### src/rtl/gear_adder_pipe.sv
// Two-stage GeAr-style approximate adder: low ke bits approximated (XOR/OR, no carry), upper bits exact.
// Optional error statistics ports are enabled with the GEAR_ERR_STATS_EN macro.
module gear_adder_pipe #(
  parameter int WIDTH       = 16,
  parameter int APPROX_BITS = 4,
  parameter int KW          = $clog2(APPROX_BITS + 1)
) (
  input  logic             clk,
  input  logic             rst_n,
  input  logic             in_valid,
  output logic             in_ready,
  input  logic [WIDTH-1:0] in_a,
  input  logic [WIDTH-1:0] in_b,
  input  logic [1:0]       in_mode,
  input  logic [KW-1:0]    in_k,
  output logic             out_valid,
  input  logic             out_ready,
`ifdef GEAR_ERR_STATS_EN
  input  logic                   stats_clr,
  output logic [APPROX_BITS:0]   err_dist,
  output logic [31:0]            err_count,
  output logic [APPROX_BITS:0]   err_max,
`endif
  output logic [WIDTH:0]   out_sum
);

  localparam int SW = WIDTH + 1;
  localparam logic [KW-1:0] K_MAX = KW'(APPROX_BITS);

  // Handshake: a beat moves on valid && ready. A stage may load when it is empty or its
  // downstream stage is advancing, so in_ready never depends combinationally on in_valid.
  logic adv1, adv2, in_xfer;

  logic                   s1_valid_q, s1_valid_d;
  logic [APPROX_BITS-1:0] s1_lo_q, s1_lo_d;
  logic [WIDTH-1:0]       s1_a_hi_q, s1_a_hi_d;
  logic [WIDTH-1:0]       s1_b_hi_q, s1_b_hi_d;
  logic [KW-1:0]          s1_ke_q, s1_ke_d;
  logic                   s2_valid_q, s2_valid_d;
  logic [WIDTH:0]         out_sum_q, out_sum_d;

  logic [KW-1:0]          k_clamp, ke;
  logic [APPROX_BITS-1:0] lo_mask, lo_raw;
  logic [WIDTH:0]         hi_sum, approx;

  always_comb begin
    adv2    = !s2_valid_q || out_ready;
    adv1    = !s1_valid_q || adv2;
    in_xfer = in_valid && adv1;

    k_clamp = (in_k > K_MAX) ? K_MAX : in_k;
    ke      = (in_mode == 2'b01 || in_mode == 2'b10) ? k_clamp : '0;
    lo_mask = ~({APPROX_BITS{1'b1}} << ke);
    lo_raw  = (in_mode == 2'b01) ? (in_a[APPROX_BITS-1:0] ^ in_b[APPROX_BITS-1:0])
                                 : (in_a[APPROX_BITS-1:0] | in_b[APPROX_BITS-1:0]);

    s1_valid_d = adv1 ? in_valid : s1_valid_q;
    s1_lo_d    = s1_lo_q;
    s1_a_hi_d  = s1_a_hi_q;
    s1_b_hi_d  = s1_b_hi_q;
    s1_ke_d    = s1_ke_q;
    if (in_xfer) begin
      s1_lo_d   = lo_raw & lo_mask;
      s1_a_hi_d = in_a >> ke;
      s1_b_hi_d = in_b >> ke;
      s1_ke_d   = ke;
    end

    // Upper part is added with zero carry-in; the low part is simply OR-ed below it.
    hi_sum = {1'b0, s1_a_hi_q} + {1'b0, s1_b_hi_q};
    approx = (hi_sum << s1_ke_q) | {{(SW - APPROX_BITS){1'b0}}, s1_lo_q};

    s2_valid_d = adv2 ? s1_valid_q : s2_valid_q;
    out_sum_d  = (adv2 && s1_valid_q) ? approx : out_sum_q;
  end

  always_ff @(posedge clk or negedge rst_n) begin
    if (!rst_n) begin
      s1_valid_q <= 1'b0;
      s1_lo_q    <= '0;
      s1_a_hi_q  <= '0;
      s1_b_hi_q  <= '0;
      s1_ke_q    <= '0;
      s2_valid_q <= 1'b0;
      out_sum_q  <= '0;
    end else begin
      s1_valid_q <= s1_valid_d;
      s1_lo_q    <= s1_lo_d;
      s1_a_hi_q  <= s1_a_hi_d;
      s1_b_hi_q  <= s1_b_hi_d;
      s1_ke_q    <= s1_ke_d;
      s2_valid_q <= s2_valid_d;
      out_sum_q  <= out_sum_d;
    end
  end

  assign in_ready  = adv1;
  assign out_valid = s2_valid_q;
  assign out_sum   = out_sum_q;

`ifdef GEAR_ERR_STATS_EN
  // Error is (a_lo + b_lo) - lo: the upper parts cancel between exact and approximate sums.
  logic [APPROX_BITS-1:0] s1_a_lo_q, s1_a_lo_d;
  logic [APPROX_BITS-1:0] s1_b_lo_q, s1_b_lo_d;
  logic [APPROX_BITS:0]   err_dist_q, err_dist_d;
  logic [31:0]            err_count_q, err_count_d;
  logic [APPROX_BITS:0]   err_max_q, err_max_d;
  logic [APPROX_BITS:0]   err_now;

  always_comb begin
    s1_a_lo_d = in_xfer ? (in_a[APPROX_BITS-1:0] & lo_mask) : s1_a_lo_q;
    s1_b_lo_d = in_xfer ? (in_b[APPROX_BITS-1:0] & lo_mask) : s1_b_lo_q;
    err_now   = {1'b0, s1_a_lo_q} + {1'b0, s1_b_lo_q} - {1'b0, s1_lo_q};
    err_dist_d = (adv2 && s1_valid_q) ? err_now : err_dist_q;

    err_count_d = err_count_q;
    err_max_d   = err_max_q;
    if (stats_clr) begin
      err_count_d = '0;
      err_max_d   = '0;
    end else if (s2_valid_q && out_ready) begin
      if (err_dist_q != '0 && err_count_q != 32'hFFFF_FFFF) err_count_d = err_count_q + 32'd1;
      if (err_dist_q > err_max_q) err_max_d = err_dist_q;
    end
  end

  always_ff @(posedge clk or negedge rst_n) begin
    if (!rst_n) begin
      s1_a_lo_q   <= '0;
      s1_b_lo_q   <= '0;
      err_dist_q  <= '0;
      err_count_q <= '0;
      err_max_q   <= '0;
    end else begin
      s1_a_lo_q   <= s1_a_lo_d;
      s1_b_lo_q   <= s1_b_lo_d;
      err_dist_q  <= err_dist_d;
      err_count_q <= err_count_d;
      err_max_q   <= err_max_d;
    end
  end

  assign err_dist  = err_dist_q;
  assign err_count = err_count_q;
  assign err_max   = err_max_q;
`endif

endmodule

### config.mk
export PLATFORM = sky130hd
export DESIGN_NAME = gear_adder_pipe
export DESIGN_NICKNAME = d
export VERILOG_FILES = /design/src/rtl/gear_adder_pipe.sv
export SDC_FILE = /design/constraint.sdc
export NUM_CORES = 1
export LEC_CHECK = 0
export ABC_AREA = 1
export CORE_ASPECT_RATIO = 0.9
export CORE_UTILIZATION = 40
export DETAILED_ROUTE_END_ITERATION = 6
export HOLD_SLACK_MARGIN = 0.06
export PLACE_DENSITY_LB_ADDON = 0.3
export SYNTH_ARGS = -nofsm -noshare
export SYNTH_HDL_FRONTEND = slang
export SYNTH_SLANG_ARGS = --single-unit
### constraint.sdc
create_clock -name clk -period 2.5 [get_ports clk]
set_input_delay 0.625 -clock clk [delete_from_list [all_inputs] [get_ports clk]]
set_output_delay 0.625 -clock clk [all_outputs]
set_load 0.01 [all_outputs]
==> impl_metrics.toml, run 1 <==
[status]
run_status = "complete, no violations"

[pwr]
internal_power_uw = 3051
power.combinational.fraction_pct = 47.1
peakVddDrop_mv = 0.3709
clkPwrFrac_pct = 25.9
seqPwrFrac_pct = 27.0
powerDensity_nw_per_um2 = 868.0
switchingPower_uw = 2010
p_sw_share_pct = 39.72
p_leak_uw = 0.002927

[setup_path]
reg2reg_slack_ps = 180
r2r-start = "s1_b_hi_q[0]$_DFFE_PN0P_"
critPathLaunchType = "input port"
crit_slowest_cell = "clkdlybuf4s50_1"
reg2reg_depth = 15
cp_max_fo = 3
path_common_cell = "clkdlybuf4s50_1"
cp-end-kind = "output pin"
cpPeakStageDelay_ps = 550
crit_buf_inv = 3
worst-setup-path-type = "input port to output pin"
reg2reg_to = "out_sum[13]$_DFFE_PN0P_"
cp.required_ps = 1880
crit_chain = "clkdlybuf4s50_1 -> inv_1 -> nand3_1 -> clkdlybuf4s50_1"
cp_top_family = "buffers and inverters"
cp.arrival_ps = 1780

[drt]
viasPerCell = 5.280
routed_wl_um = 12930
ant_nets = 0
vias = 4958
avgRoutedWirePerCell_um = 13.77
drt_pass1_iterations = 5
drt_first_iter_violations = 321
drc = 0

[final_layout]
area_delta_synth_final_pct = 26.12
fin_area_sq_um = 5831
final_core_utilization_pct = 52.83
drive_above_1_share_pct = 7.878
nets = 845
antenna_cells = 0

[sta]
skew_ps = 6.547
slew-limit-headroom_pct = 67.29
finalMaxSlewViolations = 0
worstMarginPinSlew_ps = 487.7
finalSetupViolCount = 0
finalCritPeriodShare_pct = 96.09
fin_ws_ps = 97.78
hold_ws_ps = 281.8
hold_violations = 0
min_period_ps = 2402
rsz0062_at_grt = "false"
fmax_mhz = 416.3
finalSetupTns_ps = 0

[clock_tree]
post-cts-setup-buffers = 0
clockRootBuffer = "clkbuf_16"
cts_sinks = 58
insertion_delay_ps = 330
cts.hold.buffers_added = 0
cts_tree = "built"
cts_resized = 2
numCtsBuffers = 9
clkSlewWorstSetupHoldPaths_ps = 50
htreeDepth = 3
clockBufferDepth = 2

[synth]
synthArstFlopShare_pct = 100.0
yosysUniqueCellTypes = 36
yosysTopAreaCell = "dfrtp_1"
avgSynthCellArea_sq_um = 6.457
synth_cells = 716
yosysSeqAreaShare_pct = 31.39
synth_top_flop_cell = "dfrtp_1"
syn-cell-area_sq_um = 4623
synth_edf_count = 0
synth_nets = 779
yosysTopAreaCellShare_pct = 31.39
yosysWarnings = 0
synth_area_leaders = "dfrtp_1 (31%), nand2_1 (21%), nand3_1 (11%)"
ys_seq_elements = 58

[global_routing]
grt_max_degree = 59
grt_usage_pct = 23.53
overflow = 0
grt_pass1_vias = 4862
grt_pass1_wl_um = 22800
antenna_found_initial = 0

[place]
placed_area_sq_um = 5493
gp_congestion = 0.8844
dpl_worst_slack_ps = -414.5
port_buffers = 59
hpwl_um = 10280

[run]
drv_cap = 0

[floorplan]
core_sq_um = 11040
fp.dieH_um = 104.0
start_util_pct = 41.89
die_area_sq_um = 11990
pin_count = 60
placementRows = 36
die_w_um = 115.3

[min_path]
hold_path_class = "input port to async pin"
[state kept, by name, indices dropped and copies added, names as in the netlist]
signal,flops
out_sum,17
out_valid,1
s1_a_hi_q,16
s1_b_hi_q,16
s1_ke_q,3
s1_lo_q,4
s1_valid_q,1
[power groups by stage]
stage / combinational (uW) / clock, uW / sequential (uW)
floorplan: 1520 / 0 / 1400
global placement: 2320 / 0 / 1370
detailed placement: 2360 / 0 / 1380
CTS: 2380 / 1320 / 1370
global route: 2710 / 1370 / 1400
finish: 2380 / 1310 / 1370
[metal layers]
metal  share of wire (%)  track usage [%]  up-vias
met4                 1.1            6.308        0
met2                  47            37.85      137
met5                   0                0        -
met1                  48            31.94     2307
met3                 4.6            4.604       14
li1                    -                -     2500
[cell type report]
| cell class | instances | area [sq um] |
|---|---|---|
| Fill cell | 1090 | 5205 |
| Multi-Input combinational cell | 546 | 2738 |
| Sequential cell | 58 | 1451 |
| Timing Repair Buffer | 85 | 822.0 |
| Inverter | 82 | 310.3 |
| Clock buffer | 9 | 225.2 |
| Tap cell | 152 | 190.2 |
| Clock inverter | 7 | 93.84 |
[cell usage after synthesis, types with 7 or more instances]
| master | number |
|---|---|
| nor2_1 | 31 |
| o211ai_1 | 11 |
| buf_2 | 9 |
| inv_1 | 77 |
| a21oi_1 | 11 |
| nand4_1 | 7 |
| nand3_1 | 104 |
| o221ai_1 | 15 |
| o21ai_0 | 47 |
| nand2_1 | 256 |
| dfrtp_1 | 58 |
| clkbuf_1 | 14 |
| o21ai_1 | 8 |
| ha_1 | 21 |
[metrics by stage]
| stage | instances | power [uW] |
|---|---|---|
| after floorplan | 716 | 2916 |
| after global placement | 923 | 3693 |
| after CTS | 939 | 5070 |
| final | 939 | 5061 |
| after detailed placement | 923 | 3740 |
| after global routing | 939 | 5478 |
[cells in the final DEF, fill, tap and decap left out, types with 2 or more instances in the layout]
cell type / instances
nand2_1: 255
nand3_1: 104
inv_1: 77
clkdlybuf4s50_1: 58
dfrtp_1: 58
o21ai_0: 39
nor2_1: 30
buf_4: 22
ha_1: 21
o221ai_1: 15
o21ai_1: 14
o211ai_1: 11
a21oi_1: 11
clkbuf_16: 9
nand4_1: 7
a31oi_1: 6
nor2_2: 4
nand2_2: 4
clkinv_1: 3
and2_1: 3
buf_12: 3
mux2i_1: 2
nand3b_1: 2
xnor2_1: 2
o22ai_1: 2
o21ai_2: 2
or2_2: 2
nand3_2: 2
clkinv_2: 2
clkinvlp_4: 2
bufinv_16: 2
[cell families after synthesis]
family,after synthesis,share of synthesized area (%)
and+or+nand+nor,415,38.08
buffers and inverters,112,9.662
AOI/OAI and AO/OA,103,13.40
DFF,58,31.39
adders and majority gates,22,6.116
xor gates and xnor gates,4,0.9204
muxes,2,0.4330
[how the worst max path moves through the flow]
stage	start	endpoint	depth (start not counted)
4_1_cts	in_mode[1]	s1_a_hi_q[11]$_DFFE_PN0P_	10
2_1_floorplan	in_mode[1]	s1_b_hi_q[1]$_DFFE_PN0P_	10
3_3_place_gp	in_mode[1]	s1_a_hi_q[4]$_DFFE_PN0P_	10
6_report	out_ready	in_ready	4
3_5_place_dp	in_mode[1]	s1_a_hi_q[8]$_DFFE_PN0P_	10
5_1_grt	s1_b_hi_q[0]$_DFFE_PN0P_	out_sum[12]$_DFFE_PN0P_	14
(Power assumes the default switching activity.)
==> run 2: changes to the inputs <==
- CTS_BUF_LIST: not set -> sky130_fd_sc_hd__clkbuf_16
==> results of run 2 <==
Same layout as run 1: the final DEF is identical, and so are final timing and power.
